$ cat config.mk
export PLATFORM = sky130hd
export DESIGN_NAME = systolic_seq_ctrl
export DESIGN_NICKNAME = d
export VERILOG_FILES = /design/src/rtl/systolic_pkg.sv /design/src/rtl/systolic_skew_feeder.sv /design/src/rtl/systolic_seq_ctrl.sv
export SDC_FILE = /design/constraint.sdc
export NUM_CORES = 2
export LEC_CHECK = 0
export CAP_MARGIN = 0
export CORE_MARGIN = 2
export CORE_UTILIZATION = 35
export CTS_BUF_LIST = sky130_fd_sc_hd__clkbuf_4
export CTS_CLUSTER_DIAMETER = 120
export DETAILED_ROUTE_END_ITERATION = 6
export PLACE_DENSITY_LB_ADDON = 0.05
export RECOVER_POWER = 50
export SYNTH_ARGS = -nofsm -noshare
export SYNTH_HDL_FRONTEND = slang
export SYNTH_HIERARCHICAL = 1
export SYNTH_SLANG_ARGS = --single-unit
$ cat constraint.sdc
create_clock -name clk -period 5.1 [get_ports clk]
set_input_delay 1.02 -clock clk [delete_from_list [all_inputs] [get_ports clk]]
set_output_delay 1.02 -clock clk [all_outputs]
set_load 0.02 [all_outputs]
$ cat src/rtl/systolic_pkg.sv
// Shared constants, FSM state type and buffer index helper for the 4x4 systolic sequencer.
package systolic_pkg;

  localparam int unsigned N           = 4;
  localparam int unsigned FEED_CYCLES = 3 * N - 2;
  localparam int unsigned DEF_DATA_W  = 16;
  localparam int unsigned DEF_ACC_W   = 32;
  localparam int unsigned K_W         = 4;
  localparam int unsigned IDX_W       = 4;

  typedef enum logic [2:0] {
    S_IDLE,
    S_CLEAR,
    S_FEED,
    S_CAPTURE,
    S_DONE
  } seq_state_t;

  // Flat element index for a row-major N x N tile.
  function automatic logic [IDX_W-1:0] idx(input int row, input int col);
    return IDX_W'(row * int'(N) + col);
  endfunction

endpackage

$ cat src/rtl/systolic_skew_feeder.sv
// Registered, diagonally skewed and zero-padded edge feed for the systolic array.
module systolic_skew_feeder
  import systolic_pkg::*;
#(
  parameter int unsigned DATA_W = DEF_DATA_W
) (
  input  logic                         clk,
  input  logic                         rst,
  input  logic                         feed,
  input  logic [K_W-1:0]               k,
  input  logic [N*N-1:0][DATA_W-1:0]   a_buf,
  input  logic [N*N-1:0][DATA_W-1:0]   b_buf,
  output logic [N-1:0][DATA_W-1:0]     a_out,
  output logic [N-1:0][DATA_W-1:0]     b_out
);

  logic [N-1:0][DATA_W-1:0] a_nxt;
  logic [N-1:0][DATA_W-1:0] b_nxt;

  // Row i of A (column j of B) enters i (j) steps late; out-of-range steps feed 0.
  always_comb begin
    a_nxt = '0;
    b_nxt = '0;
    if (feed) begin
      for (int i = 0; i < int'(N); i++) begin
        if (int'(k) >= i && int'(k) - i < int'(N)) begin
          a_nxt[i] = a_buf[idx(i, int'(k) - i)];
          b_nxt[i] = b_buf[idx(int'(k) - i, i)];
        end
      end
    end
  end

  always_ff @(posedge clk) begin
    if (rst) begin
      a_out <= '0;
      b_out <= '0;
    end else begin
      a_out <= a_nxt;
      b_out <= b_nxt;
    end
  end

endmodule

$ cat src/rtl/systolic_seq_ctrl.sv
// Tile sequencer for the 4x4 output-stationary systolic array: operand buffers, FSM, result bank.
// Optional SYSTOLIC_SEQ_ACC_EN adds acc_mode, which skips CLEAR to accumulate onto the array.
module systolic_seq_ctrl
  import systolic_pkg::*;
#(
  parameter int unsigned DATA_W = DEF_DATA_W,
  parameter int unsigned ACC_W  = DEF_ACC_W
) (
  input  logic              clk,
  input  logic              rst,
  input  logic              wr_en,
  input  logic              wr_sel,
  input  logic [3:0]        wr_addr,
  input  logic [DATA_W-1:0] wr_data,
  output logic              wr_ready,
  input  logic              start,
`ifdef SYSTOLIC_SEQ_ACC_EN
  input  logic              acc_mode,
`endif
  output logic              busy,
  output logic              done,
  input  logic [3:0]        rd_addr,
  output logic [ACC_W-1:0]  rd_data,
  output logic              arr_rst,
  output logic [DATA_W-1:0] arr_a0,
  output logic [DATA_W-1:0] arr_a1,
  output logic [DATA_W-1:0] arr_a2,
  output logic [DATA_W-1:0] arr_a3,
  output logic [DATA_W-1:0] arr_b0,
  output logic [DATA_W-1:0] arr_b1,
  output logic [DATA_W-1:0] arr_b2,
  output logic [DATA_W-1:0] arr_b3,
  input  logic [ACC_W-1:0]  arr_c0,
  input  logic [ACC_W-1:0]  arr_c1,
  input  logic [ACC_W-1:0]  arr_c2,
  input  logic [ACC_W-1:0]  arr_c3,
  input  logic [ACC_W-1:0]  arr_c4,
  input  logic [ACC_W-1:0]  arr_c5,
  input  logic [ACC_W-1:0]  arr_c6,
  input  logic [ACC_W-1:0]  arr_c7,
  input  logic [ACC_W-1:0]  arr_c8,
  input  logic [ACC_W-1:0]  arr_c9,
  input  logic [ACC_W-1:0]  arr_c10,
  input  logic [ACC_W-1:0]  arr_c11,
  input  logic [ACC_W-1:0]  arr_c12,
  input  logic [ACC_W-1:0]  arr_c13,
  input  logic [ACC_W-1:0]  arr_c14,
  input  logic [ACC_W-1:0]  arr_c15
);

  seq_state_t                 state_q, state_d;
  logic [K_W-1:0]             k_q, k_d;
  logic [N*N-1:0][DATA_W-1:0] a_buf_q, a_buf_d;
  logic [N*N-1:0][DATA_W-1:0] b_buf_q, b_buf_d;
  logic [N*N-1:0][ACC_W-1:0]  res_q;
  logic [N*N-1:0][ACC_W-1:0]  arr_c;
  logic [N-1:0][DATA_W-1:0]   feed_a;
  logic [N-1:0][DATA_W-1:0]   feed_b;
  logic                       skip_clear;

`ifdef SYSTOLIC_SEQ_ACC_EN
  assign skip_clear = acc_mode;
`else
  assign skip_clear = 1'b0;
`endif

  assign arr_c = {arr_c15, arr_c14, arr_c13, arr_c12, arr_c11, arr_c10, arr_c9, arr_c8,
                  arr_c7,  arr_c6,  arr_c5,  arr_c4,  arr_c3,  arr_c2,  arr_c1, arr_c0};

  // Next-state and step counter.
  always_comb begin
    state_d = state_q;
    k_d     = '0;
    unique case (state_q)
      S_IDLE:    if (start) state_d = skip_clear ? S_FEED : S_CLEAR;
      S_CLEAR:   state_d = S_FEED;
      S_FEED: begin
        if (k_q == K_W'(FEED_CYCLES - 1)) state_d = S_CAPTURE;
        else                              k_d     = k_q + K_W'(1);
      end
      S_CAPTURE: state_d = S_DONE;
      S_DONE:    state_d = S_IDLE;
      default:   state_d = S_IDLE;
    endcase
  end

  // Buffer write view; the feeder sees it too so a write landing with start is used by that run.
  always_comb begin
    a_buf_d = a_buf_q;
    b_buf_d = b_buf_q;
    if (wr_en && wr_ready) begin
      if (wr_sel) b_buf_d[wr_addr] = wr_data;
      else        a_buf_d[wr_addr] = wr_data;
    end
  end

  always_ff @(posedge clk) begin
    if (rst) begin
      state_q  <= S_IDLE;
      k_q      <= '0;
      busy     <= 1'b0;
      done     <= 1'b0;
      wr_ready <= 1'b1;
      a_buf_q  <= '0;
      b_buf_q  <= '0;
      res_q    <= '0;
    end else begin
      state_q  <= state_d;
      k_q      <= k_d;
      busy     <= (state_d != S_IDLE);
      done     <= (state_d == S_DONE);
      wr_ready <= (state_d == S_IDLE);
      a_buf_q  <= a_buf_d;
      b_buf_q  <= b_buf_d;
      if (state_q == S_CAPTURE) res_q <= arr_c;
    end
  end

  assign rd_data = res_q[rd_addr];
  assign arr_rst = rst | (state_q == S_CLEAR);

  systolic_skew_feeder #(
    .DATA_W (DATA_W)
  ) u_feeder (
    .clk   (clk),
    .rst   (rst),
    .feed  (state_d == S_FEED),
    .k     (k_d),
    .a_buf (a_buf_d),
    .b_buf (b_buf_d),
    .a_out (feed_a),
    .b_out (feed_b)
  );

  assign arr_a0 = feed_a[0];
  assign arr_a1 = feed_a[1];
  assign arr_a2 = feed_a[2];
  assign arr_a3 = feed_a[3];
  assign arr_b0 = feed_b[0];
  assign arr_b1 = feed_b[1];
  assign arr_b2 = feed_b[2];
  assign arr_b3 = feed_b[3];

endmodule

==> qor.yml <==
worst_pin_slew_ns: 3.87
drc: 2
worstPathRequired_ns: 6.26
insertion_delay_ns: 1.34
ys.flop_type: "dfxtp_1"
fin_crit_sh_pct: 93.3
initial_utilization_pct: 35.2
min_path_type: "in -> reg"
worstReg2RegEnd: "u_feeder/a_out[34]$_SDFF_PP0_"
design_area_um2: 69900
layout_common_cells: "1643 x nand2_1, 1162 x dfxtp_1, 1044 x a21oi_1, 687 x clkdlybuf4s50_1"
r2r-start: "wr_ready$_SDFF_PP1_"
num_io_pins: 705
hold_viol_final: 0
cts_tree: "yes"
syn_inst: 6453
synth.avg_cell_area_um2: 8.86
die_x_um: 408
grt_pass1_vias: 53400
yosys.area.top_type_share_pct: 40.7
cts_root_buf: "clkbuf_4"
first_pass_iters: 7
dieHeight_um: 408
setup-violations-final: 0
postCtsSetupBuffers: 0
drv_slew: 914
cp-end-kind: "register"
regArea_um2: 23300
place_congestion: 0.831
drt_wl_total_um: 247000
multi_input_area_um2: 30600
place_area_um2: 66200
fmax_mhz: 210
fillCellCount: 16300
violations: "DRC, capacitance limit, slew limit"
worstSetupPathType: "reg -> reg"
clkTransAtPathRegs_ns: 0.07
post_drt_wl_per_cell_um: 26.4
syn_nets: 7003
start_kind: "register"
syn_area_um2: 57200
skew_ns: 0.106
whs_path_depth: 2
synth_area_leaders: "dfxtp_1 41%, mux4_2 15%, nand2_1 11%"
crit_fanout: 41
max-slew-margin-rel_pct: -158
layout_commonest_cell: "nand2_1"
ys.warnings.count: 6
track_usage_pct: 28.6
area_growth_pct: 22.3
floorplan.rows: 148
core_um2: 162000
ant_nets: 0
rr_worst_depth: 9
grt_max_degree: 204
critPathTopFamily: "simple AND/OR/NAND/NOR gates"
max_stage_delay_ns: 1.78
setup_tns_ns: 0
numCtsBuffers: 357
clock_sinks: 1162
layout-drive-gt1-share_pct: 16.3
min_period_ns: 4.76
drt_iter0_drc: 4870
stdcell_count: 9371
worstPathArrival_ns: 5.92
min_from: "rst"
die_area_um2: 167000
hpwl_um: 162000
cts_hold_buffers: 0
numPortBuffers: 704
synth-edff-count: 0
maxCapViolCount: 11
antenna_found_initial: 28
max-vdd-ir-drop_mv: 0.231
ys_seq_area_share_pct: 40.7
ys_types: 58
via_count: 54900
ys_ff_latch: 1162
leakagePower_nw: 25.4
powerDensity_nw_per_um2: 285
grt_pass1_wl_um: 361000
clock_path_buffers: 4
cp.depth: 9
synthArstFlopShare_pct: 0
rsz0062_at_grt: "no"
dp.cells: 8817
synth_top_cell_by_area: "dfxtp_1"
worst-path-buf-inv: 2
reg2reg_slack_ns: 0.34
holdPathEnd: "res_q[435]$_SDFFE_PP0N_"
ctsResizeCount: 0
fin_nets: 7551
cpMaxStageDelayCell: "and3b_1"
outcome: "finished, violations left"
ctsHtreeMaxLevel: 5
grt-ovfl-total: 0
path_cells: "and3b_1, clkbuf_1, buf_4, nand4_1, nand2_1, mux4_2, nor2b_1, a211oi_1, a311oi_1"
vias_per_cell: 5.86
worst reg2reg max path, stage by stage (launching register included):
cell	delay, ns
dfxtp_1	0.63
and3b_1	1.79
clkbuf_1	0.84
buf_4	0.31
nand4_1	0.14
nand2_1	0.20
mux4_2	0.25
nor2b_1	0.13
a211oi_1	0.07
a311oi_1	0.31
final cells by class:
cell class | instances | share of cell area (%)
tap | 2175 | 3.89
antenna | 17 | 0.0608
timing repair buffer | 948 | 13.5
inverter | 7 | 0.0376
multi-input combinational | 4525 | 43.8
sequential | 1162 | 33.3
clock buffer | 480 | 5.15
clock inverter | 57 | 0.347
state kept, by name, indices dropped and copies added (netlist names):
| name | count |
|---|---|
| a_buf_q | 256 |
| b_buf_q | 256 |
| busy | 1 |
| done | 1 |
| k_q | 4 |
| res_q | 512 |
| state_q | 3 |
| u_feeder/a_out | 64 |
| u_feeder/b_out | 64 |
| wr_ready | 1 |
synthesized netlist by cell type, drive strengths merged, types with 14 or more instances:
cell type / count
dfxtp: 1162
o31ai: 512
nand4: 512
and2: 38
a21oi: 1044
a22oi: 71
mux4: 390
nor2: 15
and3: 23
a211oi: 59
buf: 384
a311oi: 14
nand2: 1646
clkbuf: 375
mux2i: 42
nor2b: 57
worst max path at each step:
stage	slack [ns]	endpoint	from
2_1_floorplan	1.52	u_feeder/b_out[60]$_SDFF_PP0_	k_q[1]$_SDFF_PP0_
3_3_place_gp	0.32	rd_data[13]	rd_addr[0]
3_5_place_dp	0.33	rd_data[13]	rd_addr[0]
4_1_cts	0.17	rd_data[22]	res_q[118]$_SDFFE_PP0N_
5_1_grt	0.18	u_feeder/a_out[34]$_SDFF_PP0_	wr_ready$_SDFF_PP1_
6_report	0.34	u_feeder/a_out[34]$_SDFF_PP0_	wr_ready$_SDFF_PP1_
power by group:
| part | total, mW | internal, mW | switching [mW] |
|---|---|---|---|
| Clock | 8.49 | 4.31 | 4.19 |
| Sequential | 9.21 | 9.16 | 0.0442 |
| Combinational | 2.27 | 0.837 | 1.43 |
cell families after synthesis:
logic type      synth area share [%]
compound gates                  18.3
xor+xnor                       0.274
fa+ha+maj                      0.197
buf+inv                         6.10
flops                           40.7
mux                             16.3
simple gates                    18.1
through the flow:
| stage | setup WS (ns) | hold slack (ns) | power, mW | util, % |
|---|---|---|---|---|
| floorplan | 1.52 | 0.433 | 10.5 | - |
| global placement | 0.322 | 0.440 | 11.7 | 40.8 |
| detailed placement | 0.332 | 0.444 | 11.7 | 40.8 |
| CTS | 0.174 | 0.0606 | 20.2 | 43.1 |
| global route | 0.184 | 0.121 | 20.8 | 43.1 |
| finish | 0.344 | 0.206 | 20.0 | 43.1 |
routing by layer:
| metal | share of wire [%] | GRT usage (%) | vias up | wire length, um |
|---|---|---|---|---|
| met4 | 3.3 | 10.3 | 22 | 8240 |
| met2 | 49 | 47.8 | 2203 | 120000 |
| li1 | - | - | 25000 | - |
| met1 | 41 | 36.4 | 27300 | 102000 |
| met5 | 0.054 | 0 | - | 134 |
| met3 | 6.7 | 5.78 | 415 | 16500 |
Power figures use the tool's default switching activity.
